File: src/rtl/dtw_pkg.sv
// Shared DTW definitions: source-writer state encoding, lane geometry
// helpers and the accelerator mode constants used by the reference loader.
package dtw_pkg;

  typedef enum logic [2:0] {
    SRC_IDLE    = 3'd0,
    SRC_LOAD    = 3'd1,
    SRC_UNPACK  = 3'd2,
    SRC_DISCARD = 3'd3,
    SRC_DONE    = 3'd4
  } src_state_t;

  localparam logic MODE_NORMAL   = 1'b0;
  localparam logic MODE_LOAD_REF = 1'b1;

  // Samples carried by one stream beat.
  function automatic int unsigned lanes_of(input int unsigned axis_w, input int unsigned w);
    return axis_w / w;
  endfunction

  // Lane index width; a single-lane stream still gets a 1-bit index held at 0.
  function automatic int unsigned lane_idx_w(input int unsigned lanes);
    return (lanes > 1) ? $clog2(lanes) : 1;
  endfunction

  localparam int unsigned SRC_LANES_DEF = lanes_of(32, 16);
  localparam int unsigned SRC_LW_DEF    = lane_idx_w(SRC_LANES_DEF);

endpackage

File: src/rtl/dtw_lane_sel.sv
// Combinational lane mux: picks sample `lane` out of a packed stream word,
// lane 0 being the least significant WIDTH bits.
module dtw_lane_sel #(
  parameter int WIDTH = 16,
  parameter int LANES = 2,
  parameter int LW    = 1
) (
  input  logic [LANES*WIDTH-1:0] word,
  input  logic [LW-1:0]          lane,
  output logic [WIDTH-1:0]       sample
);

  // Lanes beyond LANES-1 are never addressed; they fall back to zero.
  always_comb begin
    sample = '0;
    for (int i = 0; i < LANES; i++) begin
      if (lane == LW'(i)) sample = word[i*WIDTH +: WIDTH];
    end
  end

endmodule

File: src/rtl/dtw_src_writer.sv
// AXI-Stream to DTW source FIFO writer. Unpacks each beat into LANES samples,
// writes exactly len_in of them, then drops the rest of the packet up to tlast.
// Optional build macro DTW_SRC_ERR_EN enables the sticky short-packet flag on
// err_out; without it err_out is tied low.
module dtw_src_writer
  import dtw_pkg::*;
#(
  parameter int WIDTH            = 16,
  parameter int AXIS_WIDTH       = 32,
  parameter int REFMEM_PTR_WIDTH = 20
) (
  input  logic                        clk,
  input  logic                        rst,
  input  logic                        rs,
  input  logic [REFMEM_PTR_WIDTH-1:0] len_in,
  output logic                        busy_out,
  output logic                        done_out,
  output logic                        err_out,
  input  logic [AXIS_WIDTH-1:0]       s_axis_tdata,
  input  logic                        s_axis_tvalid,
  input  logic                        s_axis_tlast,
  output logic                        s_axis_tready,
  input  logic                        src_fifo_clear_in,
  input  logic                        src_fifo_full,
  output logic                        src_fifo_wren_out,
  output logic [WIDTH-1:0]            src_fifo_data_out
);

  localparam int LANES = int'(lanes_of(AXIS_WIDTH, WIDTH));
  localparam int LW    = int'(lane_idx_w(LANES));
  localparam logic [LW-1:0] LAST_LANE = LW'(LANES - 1);

  src_state_t                  state, state_nx;
  logic [REFMEM_PTR_WIDTH-1:0] len_reg, count, count_inc;
  logic [LW-1:0]               lane;
  logic [AXIS_WIDTH-1:0]       word_reg;
  logic                        seen_last;
  logic                        done_q;
  logic                        ready;
  logic                        write;
  logic                        last_sample;
  logic                        last_lane;

  // count never wraps: len_reg is at most 2^REFMEM_PTR_WIDTH-1.
  assign count_inc   = count + REFMEM_PTR_WIDTH'(1);
  assign last_sample = (count_inc == len_reg);
  assign last_lane   = (lane == LAST_LANE);
  assign write       = (state == SRC_UNPACK) && !src_fifo_full && !src_fifo_clear_in;

  assign s_axis_tready     = ready;
  assign src_fifo_wren_out = write;
  assign busy_out          = (state != SRC_IDLE);
  assign done_out          = done_q;

  // State register.
  always_ff @(posedge clk) begin
    if (rst) state <= SRC_IDLE;
    else     state <= state_nx;
  end

  // Next-state and stream-ready decode.
  always_comb begin
    state_nx = state;
    ready    = 1'b0;
    case (state)
      SRC_IDLE: begin
        if (rs) state_nx = (len_in != '0) ? SRC_LOAD : SRC_DONE;
      end
      SRC_LOAD: begin
        ready = 1'b1;
        if (s_axis_tvalid) state_nx = SRC_UNPACK;
      end
      SRC_UNPACK: begin
        if (write) begin
          if (last_sample)    state_nx = seen_last ? SRC_DONE : SRC_DISCARD;
          else if (last_lane) state_nx = seen_last ? SRC_DONE : SRC_LOAD;
        end
      end
      SRC_DISCARD: begin
        ready = 1'b1;
        if (s_axis_tvalid && s_axis_tlast) state_nx = SRC_DONE;
      end
      SRC_DONE: state_nx = SRC_IDLE;
      default:  state_nx = SRC_IDLE;
    endcase
  end

  // Length latch, beat capture and sample/lane counters; a stalled write holds all.
  always_ff @(posedge clk) begin
    if (rst) begin
      len_reg   <= '0;
      count     <= '0;
      lane      <= '0;
      word_reg  <= '0;
      seen_last <= 1'b0;
    end else begin
      case (state)
        SRC_IDLE: begin
          if (rs) begin
            len_reg   <= len_in;
            count     <= '0;
            seen_last <= 1'b0;
          end
        end
        SRC_LOAD: begin
          if (s_axis_tvalid) begin
            word_reg  <= s_axis_tdata;
            seen_last <= s_axis_tlast;
            lane      <= '0;
          end
        end
        SRC_UNPACK: begin
          if (write) begin
            count <= count_inc;
            lane  <= last_lane ? '0 : lane + LW'(1);
          end
        end
        default: ;
      endcase
    end
  end

  // done pulse lands the cycle after DONE, i.e. two cycles after the last write.
  always_ff @(posedge clk) begin
    if (rst) done_q <= 1'b0;
    else     done_q <= (state == SRC_DONE);
  end

`ifdef DTW_SRC_ERR_EN
  logic err_q;
  logic short_pkt;

  // Stream ended (tlast already seen) with samples still owed.
  assign short_pkt = write && !last_sample && last_lane && seen_last;

  // Sticky short-packet flag, cleared by the next accepted start.
  always_ff @(posedge clk) begin
    if (rst)                           err_q <= 1'b0;
    else if (state == SRC_IDLE && rs)  err_q <= 1'b0;
    else if (short_pkt)                err_q <= 1'b1;
  end

  assign err_out = err_q;
`else
  assign err_out = 1'b0;
`endif

  dtw_lane_sel #(
    .WIDTH(WIDTH),
    .LANES(LANES),
    .LW   (LW)
  ) u_lane_sel (
    .word  (word_reg),
    .lane  (lane),
    .sample(src_fifo_data_out)
  );

endmodule

File: config.mk
export PLATFORM = sky130hd
export DESIGN_NAME = dtw_src_writer
export DESIGN_NICKNAME = d
export VERILOG_FILES = /design/src/rtl/dtw_pkg.sv /design/src/rtl/dtw_lane_sel.sv /design/src/rtl/dtw_src_writer.sv
export SDC_FILE = /design/constraint.sdc
export NUM_CORES = 1
export LEC_CHECK = 0
export CORE_MARGIN = 10
export CORE_UTILIZATION = 33
export CTS_BUF_LIST = sky130_fd_sc_hd__clkbuf_4 sky130_fd_sc_hd__clkbuf_8
export DETAILED_ROUTE_END_ITERATION = 7
export PLACE_DENSITY = 0.65
export RECOVER_POWER = 100
export SLEW_MARGIN = 20
export SYNTH_ARGS = -nofsm -noshare
export SYNTH_HDL_FRONTEND = slang
export SYNTH_SLANG_ARGS = --single-unit
File: constraint.sdc
create_clock -name clk -period 6.3 [get_ports clk]
set_input_delay 1.575 -clock clk [delete_from_list [all_inputs] [get_ports clk]]
set_output_delay 1.575 -clock clk [all_outputs]
set_load 0.05 [all_outputs]
==> qor.txt <==
Post-DP HPWL: 8246 microns
RSZ-0062 raised after global routing: no
Post-Syn Area: 0.004120 sq mm
Async SR Flop Fraction: 0
Worst Hold Class: register to register
# port buffers: 78
PnR Total Power: 1.196 mW
Syn nets: 594
Minimum clock period after layout: 5.085 ns
Full die area: 0.01736 sq mm
FF-to-FF Start: count[0]
Core area: 0.01211 sq mm
Post-route DRC violation count: 0
Vias in the first global route: 3844
Global-route wire length before repair: 18850 microns
Clk slew on worst S/H paths: 0.08 ns
CTS buffer count: 9
Kind of critical path: input port to primary output
Drt via density: 5.109
Critical path startpoint category: input port
DIE WIDTH: 131.7 microns
Clock skew after layout: 0.01180 ns
#FFs+latches synth: 78
Largest family of logic cells by synthesized area: simple AND/OR/NAND/NOR gates
Share of post-route cells with drive strength above 1: 0.09306
Yosys warns: 0
Slew @ Worst Pin: 1.865 ns
IO Count: 80
Post-synthesis adder-cell area fraction: 0.003037
Final Hold Viols: 0
Max-Cap Viols: 2
CTS root buf: clkbuf_8
Sequential share of power: 0.464
Sw Ratio: 0.3140
Reg2Reg Depth: 8
Internal Pwr Total: 0.8204 mW
Failing checks: max-capacitance violations, max-slew violations
CTS Sinks: 78
CTS tree: done
DR WL/cell: 14.94 microns
Xor/xnor share of the synthesized area: 0.05527
CP required: 4.72 ns
Clock share of power: 0.314
Postcts setup bufs: 0
Compound-Gate Fraction of Synth Area: 0.1834
H-tree Lvls: 3
Syn avg cell area: 7.716 sq um
Std-Cell Rows: 40
Final ANT Viol Nets: 0
Post-cts sizing count: 0
GRT Total Usage: 0.1282
Post-synth EDFFs: 0
Nets@finish: 646
Hold-fix buffers, CTS: 0
Clock Latency Late Sink: 0.36 ns
Antenna Cells: 0
Most common cell after layout, fill and taps aside: nand2_1
Critical Path Source: src_fifo_full
Max Clock Freq: 196.6 MHz
Most frequent cells in the layout: nand2_1 (130), dfxtp_1 (78), a21oi_1 (74)
Largest net degree at the start of global routing: 43
Synth area leaders: dfxtp_1 (38%), nand2_1 (12%), a21oi_1 (9.0%)
Hold path cells: 2
CP endpoint kind: primary output
Synth top area share: 0.3790
Chip height: 131.7 microns
Total Wirelength: 11340 microns
Leakage: 1.860 nW
Starting Density: 0.3402
Max clock buf depth: 2
CP arrival: 3.51 ns
Final setup TNS: 0 ns
Final-layout fill cell count: 1238
NetSw: 0.3755 mW
Period utilization: 0.8072
Initial antenna violation count: 0
Main synth FF type: dfxtp_1
Hold path startpoint: word_reg[26]
Pins over their slew limit: 84
Pwr per Cell Area: 232.3 mW/mm^2
Initial drt markers: 240
Drt pass-1 iters: 5
Count of different cell masters after synthesis: 62
Synth area leader: dfxtp_1
Post-synthesis simple-gate area fraction: 0.2852
Max-slew headroom: -0.2431
Routed vias: 3878
Logic pwr share: 0.222
Register area share after synthesis: 0.3790
Largest register FFs: 32
Crit path max fanout: 23
Grt total ovfl: 0
VDD IR max: 110.9 uV
Final RePlAce weighted congestion: 0.8342
Final setup viols: 0
Area grow syn2layout: 24.96%
Outcome: finished with violations
Mux cell area share after synthesis: 0.04616
Cells after synthesis: 534
## metrics by stage
stage,hold slack (ns),area (sq um),cells,worst slack (ns),utilization
2_1_floorplan,0.4329,4120,534,2.058,-
6_report,0.4556,5149,759,1.215,0.4251
3_3_place_gp,0.4388,4961,743,1.288,0.4096
3_5_place_dp,0.4460,4961,743,1.266,0.4096
5_1_grt,0.4743,5149,759,1.119,0.4251
4_1_cts,0.4573,5150,759,1.264,0.4252
## critical path: stages
cell and delay, ns:
clkdlybuf4s50_1 0.40, nor2_1 0.22, nand3_1 0.11, buf_4 0.25, inv_1 0.09, dlygate4sd3_1 0.87
## Yosys cell counts (5+ instances only)
cell type	n
inv_1	5
nor4_1	9
xor2_1	11
o211ai_1	5
a31oi_1	7
mux2_2	16
o21ai_0	17
nand4_1	5
dfxtp_1	78
nor2_1	28
a21oi_1	74
xnor2_1	15
nand2_1	131
nand3_1	12
a311oi_1	5
nor3_1	11
clkbuf_1	29
buf_2	7
## cells by family after synthesis
group	count (synthesis)
AOI/OAI and AO/OA	129
muxes	17
and+or+nand+nor	236
adders and majority gates	1
other	1
buffers and inverters	46
xor gates and xnor gates	26
DFF	78
## area by class of cell
class                      instances  area [sq um]  area share
multi-input combinational        410          2369      0.4600
timing repair buffer              82         800.8      0.1555
clock inverter                     5         50.05    0.009721
sequential                        78          1562      0.3033
clock buffer                      11         138.9     0.02697
tap                              168         210.2     0.04083
inverter                           5         18.77    0.003645
## power by group through the flow
stage	Clock [mW]	Sequential (mW)	Combinational (mW)
after floorplan	0	0.547	0.191
after global placement	0	0.565	0.265
after detailed placement	0	0.567	0.270
after CTS	0.383	0.555	0.271
after global routing	0.403	0.560	0.293
final	0.376	0.555	0.266
## layer usage
layer	vias to the layer above	track usage	wire [microns]
met3	15	0.04764	847
met4	0	0.05562	273
li1	1969	-	-
met2	84	0.2103	5352
met5	-	0	0
met1	1810	0.1461	4864
## path summary, 6_finish.rpt
path                             to  slack, ns
setup / recovery  src_fifo_wren_out       1.21
hold / removal         word_reg[26]       0.46
setup reg to reg           state[0]       3.41
hold reg to reg        word_reg[26]       0.46
(Power assumes the default switching activity.)
